--- src/rtl/inst_fetch_queue.sv ---
// inst_fetch_queue: sequential instruction prefetch queue in front of the IF stage.
// Fetches words over a single-outstanding-request bus into a DEPTH-entry FIFO of
// {addr, data} pairs and answers the IF stage PC with a same-cycle hit/data.
// Branch redirects and PC mismatches (resync) flush the queue and restart fetch.
// Optional feature macro: IFQ_BYPASS_EN forwards bus_rdata to the IF stage in the
// ack cycle when the queue is empty and the returning word is the one requested.
//
// Bus handshake: bus_req/bus_addr are registered; once bus_req=1 both hold until
// the cycle bus_ack=1, bus_rdata is valid only in that cycle, and at most one
// request is outstanding. Requests are never withdrawn; a flushed request is
// tracked in DROP so its data is discarded when it returns.
module inst_fetch_queue #(
  parameter int DEPTH = 4
) (
  input  logic        clk,
  input  logic        rst,
  input  logic        redirect,
  input  logic [31:0] redirect_addr,
  input  logic        inst_ren,
  input  logic [31:0] inst_addr,
  input  logic        inst_pop,
  output logic        inst_hit,
  output logic [31:0] inst_data,
  output logic        bus_req,
  output logic [31:0] bus_addr,
  input  logic        bus_ack,
  input  logic [31:0] bus_rdata
);

  localparam int PW = $clog2(DEPTH);
  localparam int CW = PW + 1;
  localparam logic [CW-1:0] FULL = CW'(DEPTH);

  typedef enum logic [1:0] {
    IDLE = 2'd0,
    WAIT = 2'd1,
    DROP = 2'd2
  } state_t;

  state_t state, state_next;

  logic [31:0]   q_addr [DEPTH];
  logic [31:0]   q_data [DEPTH];
  logic [PW-1:0] head, tail;
  logic [CW-1:0] count, count_next;

  logic [31:0] fetch_pc, fetch_pc_next;
  logic [31:0] issue_pc, bus_addr_next, stream_pc;
  logic        bus_req_next;
  logic        hit_q, bypass, resync, flush, push, pop;

  // IF-side lookup, stream tracking, flush detection and queue occupancy
  always_comb begin
    hit_q = inst_ren && (count != '0) && (q_addr[head] == inst_addr);
`ifdef IFQ_BYPASS_EN
    bypass = (count == '0) && (state == WAIT) && bus_ack && inst_ren &&
             (bus_addr == inst_addr) && !redirect;
`else
    bypass = 1'b0;
`endif
    // Address of the next word the IF stage will see from this block
    if (count != '0)
      stream_pc = q_addr[head];
    else if (state == WAIT)
      stream_pc = bus_addr;
    else
      stream_pc = fetch_pc;

    resync = inst_ren && !redirect && (stream_pc != inst_addr);
    flush  = redirect || resync;
    pop    = hit_q && inst_pop && !flush;
    // A bypassed word that is also popped was consumed on the fly
    push   = bus_ack && (state == WAIT) && !flush && !(bypass && inst_pop);

    if (flush)
      count_next = '0;
    else
      count_next = count + CW'(push) - CW'(pop);

    inst_hit  = hit_q || bypass;
    inst_data = '0;
    if (hit_q)
      inst_data = q_data[head];
    else if (bypass)
      inst_data = bus_rdata;
  end

  // Fetch FSM next-state: issue when idle or on the ack cycle if room remains
  always_comb begin
    state_next    = state;
    bus_req_next  = bus_req;
    bus_addr_next = bus_addr;
    if (redirect)
      issue_pc = redirect_addr;
    else if (resync)
      issue_pc = inst_addr;
    else
      issue_pc = fetch_pc;
    fetch_pc_next = issue_pc;

    if (state == IDLE || bus_ack) begin
      if (count_next < FULL) begin
        state_next    = WAIT;
        bus_req_next  = 1'b1;
        bus_addr_next = issue_pc;
        fetch_pc_next = issue_pc + 32'd4;
      end else begin
        state_next   = IDLE;
        bus_req_next = 1'b0;
      end
    end else if (flush) begin
      // Outstanding request cannot be withdrawn; discard its data on return
      state_next = DROP;
    end
  end

  // Fetch FSM state and bus request registers
  always_ff @(posedge clk) begin
    if (rst) begin
      state    <= IDLE;
      bus_req  <= 1'b0;
      bus_addr <= '0;
      fetch_pc <= '0;
    end else begin
      state    <= state_next;
      bus_req  <= bus_req_next;
      bus_addr <= bus_addr_next;
      fetch_pc <= fetch_pc_next;
    end
  end

  // Queue pointers and occupancy
  always_ff @(posedge clk) begin
    if (rst) begin
      head  <= '0;
      tail  <= '0;
      count <= '0;
    end else begin
      if (flush) begin
        head <= '0;
        tail <= '0;
      end else begin
        if (push) tail <= tail + PW'(1);
        if (pop)  head <= head + PW'(1);
      end
      count <= count_next;
    end
  end

  // Queue storage write of the returning word tagged with its fetch address
  always_ff @(posedge clk) begin
    if (push) begin
      q_addr[tail] <= bus_addr;
      q_data[tail] <= bus_rdata;
    end
  end

endmodule

--- config.mk ---
export PLATFORM = sky130hd
export DESIGN_NAME = inst_fetch_queue
export DESIGN_NICKNAME = d
export VERILOG_FILES = /design/src/rtl/inst_fetch_queue.sv
export SDC_FILE = /design/constraint.sdc
export NUM_CORES = 1
export LEC_CHECK = 0
export ABC_AREA = 0
export BUFFER_PORTS_ARGS = -buffer_cell sky130_fd_sc_hd__buf_2
export CAP_MARGIN = 20
export CORE_AREA = 2 2 230 232
export DETAILED_ROUTE_END_ITERATION = 6
export DIE_AREA = 0 0 232 234
export GPL_TIMING_DRIVEN = 0
export SYNTH_ARGS = -nofsm -noshare
export SYNTH_HDL_FRONTEND = slang
export SYNTH_SLANG_ARGS = --single-unit
--- constraint.sdc ---
create_clock -name clk -period 9.1 [get_ports clk]
set_clock_uncertainty 0.1 [all_clocks]
set_input_delay 0.455 -clock clk [delete_from_list [all_inputs] [get_ports clk]]
set_output_delay 0.455 -clock clk [all_outputs]
set_load 0.005 [all_outputs]
==> flow_metrics.env <==
export IMPL_die_area_um2=54300
export IMPL_path_depth=26
export IMPL_ys_seq_area_share_pct=59.7
export IMPL_synth_edf_count=256
export IMPL_setup_viol=0
export IMPL_reg2reg_from="state[1]$_SDFFE_PP0P_"
export IMPL_synthArstFlopShare_pct=0
export IMPL_postLayoutCellArea_um2=18700
export IMPL_synth_avg_cell_area_um2=13.4
export IMPL_outcome="complete, no violations"
export IMPL_synth_top_area_cell="edfxtp_1"
export IMPL_rr_endpoint="fetch_pc[24]$_SDFF_PP0_"
export IMPL_start_util_pct=29.7
export IMPL_crit_type="reg -> reg"
export IMPL_maxCapViolCount=0
export IMPL_cts_setup_buffers=0
export IMPL_num_vias=10900
export IMPL_gp_congestion=0.960
export IMPL_leakage_nw=6.57
export IMPL_port_buffers=159
export IMPL_cp_slowest_cell="nand4_1"
export IMPL_vias_per_cell=5.22
export IMPL_grt_antenna_before_repair=2
export IMPL_cellPowerDensity_nw_per_um2=185
export IMPL_clockRootBuffer="clkbuf_16"
export IMPL_worstSetupEndpointType="flop"
export IMPL_grt_max_degree=49
export IMPL_drtIter0Drc=1028
export IMPL_cpPeakStageDelay_ps=720
export IMPL_rsz0062_at_grt="false"
export IMPL_reg2reg_slack_ps=400
export IMPL_diodes=0
export IMPL_core_area_um2=52000
export IMPL_n_fill_cell=5097
export IMPL_netlist_top_cells_area="edfxtp_1, dfxtp_1, mux4_2, mux2i_1, xnor2_1"
export IMPL_clkTransAtPathRegs_ps=60
export IMPL_grt_pass1_wl_um=74700
export IMPL_finalHoldViolCount=0
export IMPL_place_hpwl_um=37900
export IMPL_nNetsFinal=1491
export IMPL_min_to="q_data[3][26]$_DFFE_PP_"
export IMPL_hp_start="bus_rdata[26]"
export IMPL_chipHeight_um=234
export IMPL_multi_input_area_um2=5830
export IMPL_drt_pass1_iter_count=5
export IMPL_final_min_clock_period_ps=8700
export IMPL_hp_class="in -> reg"
export IMPL_cts_sinks=332
export IMPL_placedInstanceArea_um2=17200
export IMPL_ios=168
export IMPL_area_growth_syn_to_layout_pct=21.0
export IMPL_fmax_mhz=115
export IMPL_irDropWorstVdd_v=0.000107
export IMPL_worst_r2r_cell_count=26
export IMPL_grt_ovfl_total=0
export IMPL_fin_setup_tns_ps=0
export IMPL_syn_num_nets=1257
export IMPL_drc_errors=0
export IMPL_cts_buffers=37
export IMPL_first_global_vias=11100
export IMPL_drive_above_1_share_pct=22.9
export IMPL_synth_top_area_share_pct=49.8
export IMPL_yosys_warnings=0
export IMPL_cts_tree="yes"
export IMPL_critPathTopFamily="simple AND/OR/NAND/NOR gates"
export IMPL_wl_per_cell_um=24.8
export IMPL_slew_headroom_pct=28.6
export IMPL_grtUsageTotal_pct=19.1
export IMPL_ant_nets=0
export IMPL_crit_fanout=10
export IMPL_crit_required_ps=9480
export IMPL_ys_types=74
export IMPL_clk_path_buf_depth=3
export IMPL_ys_ff_latch=332
export IMPL_seqCellArea_um2=9210
export IMPL_wirelength_um=52000
export IMPL_cp_buffers_inverters=7
export IMPL_cp_start_kind="flop"
export IMPL_rows=84
export IMPL_synth_cell_area_um2=15400
export IMPL_die_w_um=232
export IMPL_cp_arrival_ps=9070
export IMPL_slew_violations=0
export IMPL_htreeDepth=2
export IMPL_clock_latency_ps=560
export IMPL_syn_inst=1147
export IMPL_synthFlopType="edfxtp_1"
export IMPL_fin_crit_sh_pct=95.6
export IMPL_worst_pin_slew_ps=1070
export IMPL_hold_path_depth=1
cells in the final DEF (no fill, tap or decap), types with 8 or more instances in the layout:
master,Yosys,layout
or2_2,8,8
mux2i_1,65,65
nor3_1,14,13
and3_1,9,9
nor2_1,69,69
clkbuf_1,43,52
a21oi_1,46,46
clkbuf_16,0,37
dlygate4sd3_1,0,31
nor2b_1,42,42
nor4_1,9,9
a22o_1,20,20
nand3_1,18,18
nand4_1,13,13
a211oi_1,11,11
xnor2_1,38,38
nand2_1,68,68
edfxtp_1,256,256
buf_2,10,170
xor2_1,31,31
mux4_2,56,56
and2_1,13,9
dfxtp_1,76,76
o31ai_1,8,8
o21ai_0,31,31
nand2b_1,17,17
inv_1,34,34
synthesized netlist by cell type, drive strengths merged (6+ instances only):
library cell and number:
a2111oi 6, nand3 18, nor4 10, xor2 31, nor2b 42, or2 8
and2 13, nor3 14, inv 34, mux2i 65, ha 7, clkbuf 43
a22o 20, xnor2 38, dfxtp 76, nand2 68, and3 9, edfxtp 256
o22ai 7, a211oi 11, a31oi 7, nand2b 17, o31ai 8, o221ai 6
nand4 14, a21oi 46, mux4 56, o21ai 32, nor2 70, or4 7
buf 21
what timing repair did:
| action | CTS | global route |
|---|---|---|
| endpoints found under the setup margin | 0 | 4 |
| hold endpoints to repair | 121 | 0 |
| hold buffers | 31 | 0 |
| resized for setup | 0 | 1 |
sequential cells by signal (all words and copies together), names as in the netlist, named ones only:
register / cells
tail: 2
q_addr: 128
bus_req: 1
head: 2
q_data: 128
state: 2
fetch_pc: 32
count: 3
bus_addr: 32
power breakdown:
| part | leakage, nW | switching [mW] | internal [mW] |
|---|---|---|---|
| clock | 0.561 | 0.615 | 0.826 |
| combinational | 3.03 | 0.190 | 0.112 |
| sequential | 2.98 | 0.0401 | 1.66 |
worst max-delay path by stage:
stage                                from  slack (ps)                      end
floorplan                   inst_addr[10]        3010  fetch_pc[24]$_SDFF_PP0_
global placement                     flop         300  fetch_pc[24]$_SDFF_PP0_
detailed placement                   flop         210  fetch_pc[24]$_SDFF_PP0_
CTS                                  flop         200  fetch_pc[24]$_SDFF_PP0_
global route                         flop          90  fetch_pc[24]$_SDFF_PP0_
finish              state[1]$_SDFFE_PP0P_         400  fetch_pc[24]$_SDFF_PP0_
per-stage QoR:
step                utilization [%]  power [mW]  setup slack (ps)  std cells  hold slack (ps)
floorplan                         -        1.87              3010       1147              378
global placement               32.8        2.02               300       1994              397
detailed placement             33.1        2.02               213       1999              404
CTS                            35.9        3.48               203       2096             2.60
global route                   35.9        3.56              88.0       2096             9.44
finish                         35.9        3.45               404       2096             26.6
cell families after synthesis:
logic type	synth area share, %
AND/OR/NAND/NOR	10.7
adder cells (fa/ha/maj)	0.698
AO/OA/AOI/OAI	9.58
flip-flops	59.7
buffers and inverters	2.64
XOR/XNOR	3.92
multiplexers	12.8
worst register-to-register path, cell delays in order, from the launching register on:
cell	delay (ps)
dfxtp_1	350
nand2b_1	110
buf_2	210
buf_4	250
buf_2	450
mux2i_1	270
xor2_1	380
nand4_1	240
o31a_1	350
o31ai_1	430
nand4_1	720
nor3_2	660
inv_1	100
ha_1	300
inv_1	40
ha_1	180
fa_1	390
xnor2_1	150
xnor2_1	360
nand2b_1	230
o21a_1	120
clkbuf_1	550
and3_1	260
clkbuf_1	330
nand4_2	350
or4_1	610
a21oi_1	150
final cells by class:
cell class,count,share of cell area [%]
clock inverters,18,0.864
flip-flops and latches,332,49.3
clock buffers,48,5.29
plain buffers,64,1.49
well taps,688,4.61
inverters,34,0.684
repair buffers,195,6.54
multi-input cells,717,31.2
metal layers:
layer,share of wire (%),global-route usage (%),wire [µm],up-vias
met1,42,24.5,21600,5450
met5,0,0,0,-
li1,-,-,-,4885
met2,47,31.3,24300,501
met4,4.0,7.47,2100,0
met3,7.7,4.41,4000,107
Power figures use the tool's default switching activity.
